===== src/rtl/au_pkg.sv =====
// Shared definitions for the 8-bit arithmetic unit and its command sequencer:
// opcode encoding, sequencer FSM states and per-op wait counts.
package au_pkg;

  localparam logic [1:0] OP_ADD = 2'b00;
  localparam logic [1:0] OP_SUB = 2'b01;
  localparam logic [1:0] OP_DIV = 2'b10;
  localparam logic [1:0] OP_MUL = 2'b11;

  localparam int unsigned LAT_ADDSUB = 0;
  localparam int unsigned LAT_MUL    = 1;
  localparam int unsigned DIV_BLANK  = 2;

  localparam int unsigned CNT_W = 2;

  typedef enum logic [1:0] {
    S_IDLE  = 2'd0,
    S_ISSUE = 2'd1,
    S_WAIT  = 2'd2,
    S_RESP  = 2'd3
  } au_state_t;

  // Wait count loaded in ISSUE; for divide it blanks a stale done from the previous op.
  function automatic logic [CNT_W-1:0] wait_count(input logic [1:0] op);
    logic [CNT_W-1:0] cnt;
    case (op)
      OP_MUL:  cnt = CNT_W'(LAT_MUL);
      OP_DIV:  cnt = CNT_W'(DIV_BLANK);
      default: cnt = CNT_W'(LAT_ADDSUB);
    endcase
    return cnt;
  endfunction

endpackage


===== src/rtl/au_cmd_sequencer.sv =====
// Command front-end for the arithmetic unit.
// Accepts one op over cmd_valid/cmd_ready, drives au_a/au_b/au_op (and au_start
// for divide), waits the op latency or for au_done, then returns rsp_data/rsp_err
// over rsp_valid/rsp_ready. Divide-by-zero is answered immediately with 8'hFF and
// an error; a divide without done within DIV_TIMEOUT WAIT cycles returns 0 + error.
// Ports: clk, rst (async active-low), cmd_* (request), au_* (arith unit),
//        rsp_* (response), busy (FSM not idle).
module au_cmd_sequencer
  import au_pkg::*;
#(
  parameter int unsigned DATA_W      = 8,
  parameter int unsigned DIV_TIMEOUT = 32
) (
  input  logic              clk,
  input  logic              rst,
  input  logic              cmd_valid,
  output logic              cmd_ready,
  input  logic [1:0]        cmd_op,
  input  logic [DATA_W-1:0] cmd_a,
  input  logic [DATA_W-1:0] cmd_b,
  output logic [DATA_W-1:0] au_a,
  output logic [DATA_W-1:0] au_b,
  output logic [1:0]        au_op,
  output logic              au_start,
  input  logic [DATA_W-1:0] au_result,
  input  logic              au_done,
  output logic              rsp_valid,
  input  logic              rsp_ready,
  output logic [DATA_W-1:0] rsp_data,
  output logic              rsp_err,
  output logic              busy
);

  localparam int unsigned TMO_W = $clog2(DIV_TIMEOUT + 1);

  au_state_t         r_state, w_state_nxt;
  logic [DATA_W-1:0] r_au_a, w_au_a_nxt;
  logic [DATA_W-1:0] r_au_b, w_au_b_nxt;
  logic [1:0]        r_au_op, w_au_op_nxt;
  logic              r_au_start, w_au_start_nxt;
  logic [CNT_W-1:0]  r_cnt, w_cnt_nxt;
  logic [TMO_W-1:0]  r_tmo, w_tmo_nxt;
  logic [DATA_W-1:0] r_rsp_data, w_rsp_data_nxt;
  logic              r_rsp_err, w_rsp_err_nxt;
  logic              r_rsp_valid, w_rsp_valid_nxt;
  logic              r_busy, w_busy_nxt;

  // State and datapath registers.
  always_ff @(posedge clk or negedge rst) begin
    if (!rst) begin
      r_state     <= S_IDLE;
      r_au_a      <= '0;
      r_au_b      <= '0;
      r_au_op     <= '0;
      r_au_start  <= 1'b0;
      r_cnt       <= '0;
      r_tmo       <= '0;
      r_rsp_data  <= '0;
      r_rsp_err   <= 1'b0;
      r_rsp_valid <= 1'b0;
      r_busy      <= 1'b0;
    end else begin
      r_state     <= w_state_nxt;
      r_au_a      <= w_au_a_nxt;
      r_au_b      <= w_au_b_nxt;
      r_au_op     <= w_au_op_nxt;
      r_au_start  <= w_au_start_nxt;
      r_cnt       <= w_cnt_nxt;
      r_tmo       <= w_tmo_nxt;
      r_rsp_data  <= w_rsp_data_nxt;
      r_rsp_err   <= w_rsp_err_nxt;
      r_rsp_valid <= w_rsp_valid_nxt;
      r_busy      <= w_busy_nxt;
    end
  end

  // Next-state and next-output decode.
  always_comb begin
    w_state_nxt    = r_state;
    w_au_a_nxt     = r_au_a;
    w_au_b_nxt     = r_au_b;
    w_au_op_nxt    = r_au_op;
    w_au_start_nxt = 1'b0;
    w_cnt_nxt      = r_cnt;
    w_tmo_nxt      = r_tmo;
    w_rsp_data_nxt = r_rsp_data;
    w_rsp_err_nxt  = r_rsp_err;

    unique case (r_state)
      S_IDLE: begin
        // cmd_ready is implied here: rst is high whenever the clock advances state.
        if (cmd_valid) begin
          w_au_a_nxt  = cmd_a;
          w_au_b_nxt  = cmd_b;
          w_au_op_nxt = cmd_op;
          if ((cmd_op == OP_DIV) && (cmd_b == '0)) begin
            w_rsp_data_nxt = '1;
            w_rsp_err_nxt  = 1'b1;
            w_state_nxt    = S_RESP;
          end else begin
            // Registered so the pulse is seen during the ISSUE cycle.
            w_au_start_nxt = (cmd_op == OP_DIV);
            w_state_nxt    = S_ISSUE;
          end
        end
      end
      S_ISSUE: begin
        w_cnt_nxt   = wait_count(r_au_op);
        w_tmo_nxt   = '0;
        w_state_nxt = S_WAIT;
      end
      S_WAIT: begin
        if (r_au_op == OP_DIV) begin
          w_tmo_nxt = r_tmo + TMO_W'(1);
          if (r_cnt != '0) begin
            w_cnt_nxt = r_cnt - CNT_W'(1);
          end
          // Done wins over a timeout landing in the same cycle.
          if ((r_cnt == '0) && au_done) begin
            w_rsp_data_nxt = au_result;
            w_rsp_err_nxt  = 1'b0;
            w_state_nxt    = S_RESP;
          end else if (r_tmo == TMO_W'(DIV_TIMEOUT - 1)) begin
            w_rsp_data_nxt = '0;
            w_rsp_err_nxt  = 1'b1;
            w_state_nxt    = S_RESP;
          end
        end else if (r_cnt == '0) begin
          w_rsp_data_nxt = au_result;
          w_rsp_err_nxt  = 1'b0;
          w_state_nxt    = S_RESP;
        end else begin
          w_cnt_nxt = r_cnt - CNT_W'(1);
        end
      end
      S_RESP: begin
        if (rsp_ready) begin
          w_state_nxt = S_IDLE;
        end
      end
      default: w_state_nxt = S_IDLE;
    endcase

    w_rsp_valid_nxt = (w_state_nxt == S_RESP);
    w_busy_nxt      = (w_state_nxt != S_IDLE);
  end

  assign cmd_ready = (r_state == S_IDLE) & rst;
  assign au_a      = r_au_a;
  assign au_b      = r_au_b;
  assign au_op     = r_au_op;
  assign au_start  = r_au_start;
  assign rsp_valid = r_rsp_valid;
  assign rsp_data  = r_rsp_data;
  assign rsp_err   = r_rsp_err;
  assign busy      = r_busy;

endmodule


===== config.mk =====
export PLATFORM = sky130hd
export DESIGN_NAME = au_cmd_sequencer
export DESIGN_NICKNAME = d
export VERILOG_FILES = /design/src/rtl/au_pkg.sv /design/src/rtl/au_cmd_sequencer.sv
export SDC_FILE = /design/constraint.sdc
export NUM_CORES = 1
export LEC_CHECK = 0
export ABC_AREA = 1
export CORE_MARGIN = 2
export CORE_UTILIZATION = 32
export CTS_CLUSTER_DIAMETER = 30
export DETAILED_ROUTE_END_ITERATION = 10
export PLACE_DENSITY = 0.58
export RECOVER_POWER = 100
export SLEW_MARGIN = 20
export SYNTH_ARGS = -nofsm -noshare
export SYNTH_HDL_FRONTEND = slang
export SYNTH_SLANG_ARGS = --single-unit

===== constraint.sdc =====
create_clock -name clk -period 1.5 [get_ports clk]
set_input_delay 0.225 -clock clk [delete_from_list [all_inputs] [get_ports clk]]
set_output_delay 0.225 -clock clk [all_outputs]
set_load 0.02 [all_outputs]

Word-level counts from Yosys, hierarchy flattened
Index checks and enable logic that the tools add are counted.
W data, S select, Z words.
{"block": "word_totals", "regBits": 40, "input_bits": 31, "wordCells": 74}
{"block": "op_classes", "n_addsub": 2, "n_eq_ne": 15, "muxes": 32, "bitwise": 1, "n_reduce_logical": 13}
{"operator": "$mux W8", "n": 6}
{"operator": "$mux W2", "n": 10}
{"operator": "$pmux W8 S2", "n": 1}
{"operator": "$eq A2 B2 Y1 const B", "n": 6}
{"operator": "$pmux W6 S2", "n": 1}
{"operator": "$mux W1", "n": 9}
{"operator": "$ne A3 B3 Y1 const B", "n": 3}
{"operator": "$logic_not A8 Y1", "n": 1}
{"operator": "$pmux W2 S2", "n": 2}
{"operator": "$pmux W2 S4", "n": 1}
{"operator": "$reduce_bool A2 Y1", "n": 4}
{"operator": "$add A6 B1 Y6 const B", "n": 1}
{"operator": "$eq A6 B5 Y1 const B", "n": 1}
{"operator": "$mux W6", "n": 1}
{"operator": "$ne A2 B2 Y1 const B", "n": 3}
{"operator": "$reduce_and A5 Y1", "n": 1}
{"operator": "$logic_not A2 Y1", "n": 2}
{"operator": "$ne A4 B4 Y1 const B", "n": 1}
{"operator": "$reduce_and A2 Y1", "n": 2}
{"operator": "$reduce_and A3 Y1", "n": 1}
{"operator": "$eq A2 B1 Y1 const B", "n": 1}
{"operator": "$logic_and A1 B1 Y1", "n": 2}
{"operator": "$pmux W1 S2", "n": 1}
{"operator": "$sub A2 B1 Y2 const B", "n": 1}
{"operator": "$and A1 B1 Y1", "n": 1}

Depth between registers and ports, before layout
{"block": "logic_depth", "depth_word": 6, "ltp_mapped": 10, "depth_no_buf": 10}

Worst setup path after synthesis
No wires, ideal clock.
{"block": "synth_path", "path_type": "register -> register", "startpoint": "reg r_tmo[0]", "endpoint": "reg r_busy (netlist: busy)", "setup_time_ns": 0.132, "arrival_time_ns": 1.119, "t_required_ns": 1.368, "setup_slack_ns": 0.249, "stages_incl_launch_ff": 9, "cell_sequence": "dfrtp_1 -> ha_1 -> nand2_1 -> inv_1 -> nand2_1 -> nand2_1 -> nand2_2 -> buf_6 -> nand4_1"}
{"block": "synth_via", "elab_chain_cells": 6}
{"item": "start, declared", "line": "au_cmd_sequencer.sv:42", "source": "logic [TMO_W-1:0] r_tmo, w_tmo_nxt;"}
{"item": "start signal, assigned", "line": "au_cmd_sequencer.sv:69", "source": "r_tmo <= w_tmo_nxt;"}
{"item": "$eq A6 B5 Y1", "line": "au_cmd_sequencer.sv:123", "source": "end else if (r_tmo == TMO_W'(DIV_TIMEOUT - 1)) begin"}
{"item": "$mux W2", "line": "au_cmd_sequencer.sv:123"}
{"item": "$mux W2", "line": "au_cmd_sequencer.sv:119", "source": "if ((r_cnt == '0) && au_done) begin"}
{"item": "$mux W2", "line": "au_cmd_sequencer.sv:113", "source": "if (r_au_op == OP_DIV) begin"}
{"item": "$pmux W2 S4", "line": "au_cmd_sequencer.sv:89", "source": "unique case (r_state)"}
{"item": "$reduce_bool A2 Y1", "line": "au_cmd_sequencer.sv:145", "source": "w_busy_nxt = (w_state_nxt != S_IDLE);"}
{"item": "net w_busy_nxt", "line": "au_cmd_sequencer.sv:46", "source": "logic r_busy, w_busy_nxt;"}
{"item": "end signal, assigned", "line": "au_cmd_sequencer.sv:73", "source": "r_busy <= w_busy_nxt;"}
{"item": "end, declared", "line": "au_cmd_sequencer.sv:46"}
The timed path passes the listed nets, and every way through them passes these cells.
A chain may end at the register's enable or synchronous reset.

Worst setup path in the final report
{"block": "layout_path", "startpoint": "reg r_au_start (netlist: au_start)", "endpoint": "out au_start"}
{"item": "start, declared", "line": "au_cmd_sequencer.sv:40", "source": "logic r_au_start, w_au_start_nxt;"}
{"item": "start signal, assigned", "line": "au_cmd_sequencer.sv:67", "source": "r_au_start <= w_au_start_nxt;"}
{"item": "end, declared", "line": "au_cmd_sequencer.sv:24", "source": "output logic au_start,"}
No word-level cell between the ends.

==> run summary <==
For the worst setup path, the data required time is ~1.3 ns. The routed wire length per instance is ~12 um. The total negative slack came out at 0 ns. Dividing total power by cell area gives a power density of around 2100 nW/um^2.

The worst supply voltage drop on vdd came out at around 0.0013 V. The number of unique standard cell types used by synthesis is 25. TritonCTS built the clock tree. The utilization after layout is 45.5%. The synthesized area divided by synthesized cell count is 9.80 um^2. The antenna diode instance count came out at 0.

The initial cell density of the core came out at 32.7%. The number of design-rule violations left by the first detailed-router iteration came out at between 80 and 90. The H-tree was split into 2 levels.

STA classifies the critical path startpoint as a flop. In the routed layout, each cell is associated on average with a via count of 4.44. The clock sink count is 40.

Max-cap violations in this run came to 0. The clock reaches the later pin of the worst-skew pair after 0.29 ns. The leakage power of the design is roughly 0.0013 uW. The beginning of the critical path is au_start.

The sequential share of the synthesized area is between 50% and 60%. After the flow finishes, the layout carries non-filler instances totaling between 300 and 400. At the pin with the least slew margin, the transition time is between 0.9 and 1 ns.

After layout, the minimum clock period comes to ~1.5 ns. Of the post-synthesis cell area, the dominant cell type holds 52.6%. Setup repair after global routing left no endpoint under its margin. The I/O pin count came out at a little over 60. Including well taps, the total number of placed cells is 337.

Among all flip-flop cells after synthesis, the most frequent one is sky130_fd_sc_hd__dfrtp_1. The critical path in this run is classified as flop to output pin. In the routed design, unresolved DRC markers number 0. The data arrival time of the critical path is roughly 1.3 ns.

For this run, the slowest stage of the critical path takes between 0.6 and 0.7 ns. Broken down by cell family, the worst path's largest delay share belongs to buffers and inverters. The global router's overall resource usage came out at around 14%. The initial antenna violation count was 0. Port buffering added 61 buffers. The register bit total from synthesis is 40.

The final hold violation count came out at 0. Yosys attributes the largest share of cell area to sky130_fd_sc_hd__dfrtp_1, sky130_fd_sc_hd__nand2_1, sky130_fd_sc_hd__mux2_1. The number of global-route vias before repair was between 1500 and 2000. The die is a little over 80 um tall. The maximum fanout encountered on the critical timing path is 1. CTS placed an instance of sky130_fd_sc_hd__clkbuf_8 at the clock tree root. The share of cells above drive strength 1 is approximately 16%. Before CTS, the worst setup slack after placement is -0.0371 ns. Entering global routing, the biggest net connects between 40 and 50 pins. The Yosys step of the flow raised 0 warnings. The final max-slew violation count came to 0. The clock slew seen by the registers of the worst setup and hold paths came out at around 0.08 ns.

Measured along the x axis, the die boundary spans about 80 um. STA classifies the critical path endpoint as an output pin. The class of the tightest hold or removal check is input pin to asynchronous set/reset pin. The number of vias in the routed layout is 1532.

The area growth from synthesis to layout came out at 39.1%. The number of buffers created by CTS came out at 5. The first-pass GRT wire length is 7130 um. The worst clock skew came out at a little over 0.006 ns. The area of all sequential standard cells came out at 1000 um^2. Wires add up to between 4000 and 5000 um. The global-route congestion overflow total is 0.

The net total in the final layout came out at between 300 and 400. The run finished with clean final reports. The number of nets in the synthesized netlist is 227. The cell row count is 28. In the post-route analysis, the smallest setup slack over all paths is between 0.02 and 0.03 ns. The maximum buffer depth of the clock tree is 2. The most area-hungry cell type in the Yosys netlist is sky130_fd_sc_hd__dfrtp_1. The core box area is slightly below 6000 um^2.

The placed wire-length estimate came out at 3200 um. The count of final setup violators came out at 0. The post-route fraction of the period consumed by the critical path came out at roughly 98%. The fraction of synthesis flops using an asynchronous set or reset pin is 100%. The synthesized area came out at around 1900 um^2.

The number of instances in the synthesized netlist came out at a little under 200. The multi-input combinational cell area is 785 um^2. The combined buffer and inverter count along the critical path came out at 1. The number of synthesized flops with an enable pin came out at 0. The iteration count of the initial detailed-routing pass came out at 4. The floorplan step defined a die boundary enclosing about 6600 um^2. The final antenna-violating net count came out at 0. The startpoint identified for the worst register-to-register timing path is r_state[0].

Derived from the worst setup path, the maximum achievable clock frequency is 679 MHz. The post-route worst hold slack came out at about 0.21 ns. The final weighted congestion in routability-driven placement came out at 0.785. The count of fill cells added during filler insertion came out at roughly 600. On the critical path, the stage with the largest delay is an instance of sky130_fd_sc_hd__clkdlybuf4s50_1. The critical path goes through clkdlybuf4s50_1. In this run the tightest slew margin relative to its limit is 33.7%.
-- power by group --
part | total, uW | switching (uW) | internal [uW] | leakage, uW
registers | 1870 | 291 | 1580 | 0.000486
logic | 2740 | 1670 | 1070 | 0.000726
clock network | 878 | 383 | 494 | 0.0000552
-- cell families after synthesis --
family                   count (synthesis)  synth area share (%)
buffers and inverters                   25                  6.91
AO/OA/AOI/OAI                           16                  4.74
adder cells (fa/ha/maj)                  2                  1.32
AND/OR/NAND/NOR                         95                  24.9
flip-flops                              40                  52.6
multiplexers                            16                  9.47
-- cell usage after synthesis, types with 4 or more instances --
library cell,number
sky130_fd_sc_hd__nand2_1,60
sky130_fd_sc_hd__dfrtp_1,40
sky130_fd_sc_hd__inv_1,16
sky130_fd_sc_hd__mux2_1,15
sky130_fd_sc_hd__nor2_1,10
sky130_fd_sc_hd__nand3_2,9
sky130_fd_sc_hd__o21ai_0,8
sky130_fd_sc_hd__buf_6,5
sky130_fd_sc_hd__inv_2,4
sky130_fd_sc_hd__nand2_2,4
sky130_fd_sc_hd__nand3_1,4
-- stage by stage --
step                      instance area [um^2]  total power (uW)
after CTS                                 2740              5820
after floorplan                           1900              3720
final                                     2650              5490
after global routing                      2650              5930
after detailed placement                  2650              5050
after global placement                    2650              5010
-- per-layer routing --
| metal | part of all wire [%] | up-vias | global-route usage [%] |
|---|---|---|---|
| met2 | 48 | 37 | 22.1 |
| li1 | - | 766 | - |
| met5 | 0 | - | 0 |
| met1 | 46 | 722 | 19.2 |
| met4 | 1.5 | 0 | 5.59 |
| met3 | 5.0 | 7 | 3.44 |
-- what timing repair did --
item | CTS | global route
setup buffers | 0 | 0
setup endpoints to repair | 12 | 26
pin swaps | 0 | 2
resized for setup | 12 | 24
cloned | 0 | 0
hold buffers | 0 | 0
-- cell usage in the layout (no fill, tap or decap), drive strengths merged, types with 3 or more instances in the layout --
| cell | n |
|---|---|
| inv | 20 |
| dlygate4sd2 | 11 |
| clkbuf | 27 |
| clkdlybuf4s50 | 33 |
| nor2 | 12 |
| mux2 | 16 |
| a21oi | 3 |
| dfrtp | 40 |
| nand3 | 14 |
| o21ai | 10 |
| buf | 8 |
| nand2 | 65 |
-- layout make-up --
class,count,share of cell area [%]
Sequential cell,40,37.8
Timing Repair Buffer,73,22.1
Clock buffer,6,2.74
Tap cell,75,3.55
Inverter,20,2.84
Multi-Input combinational cell,129,29.6
Clock inverter,2,1.32
-- sequential cells by signal (all words and copies together), names as in the netlist, 2 cells and up --
name,flops
au_a,8
au_b,8
rsp_data,8
r_tmo,6
au_op,2
r_cnt,2
r_state,2
-- final timing paths --
kind / to / slack, ns / depth (start not counted)
worst max-delay path: au_start / 0.03 / 1
worst min-delay path: r_tmo[2] / 0.21 / 2
worst max register to register: au_b[6] / 0.11 / 5
worst min register to register: au_b[0] / 0.50 / 1
max in group asynchronous: au_b[6] / 0.67 / 2
min in group clk: au_b[0] / 0.50 / 1
No activity file was read; power rests on OpenSTA's default activity.
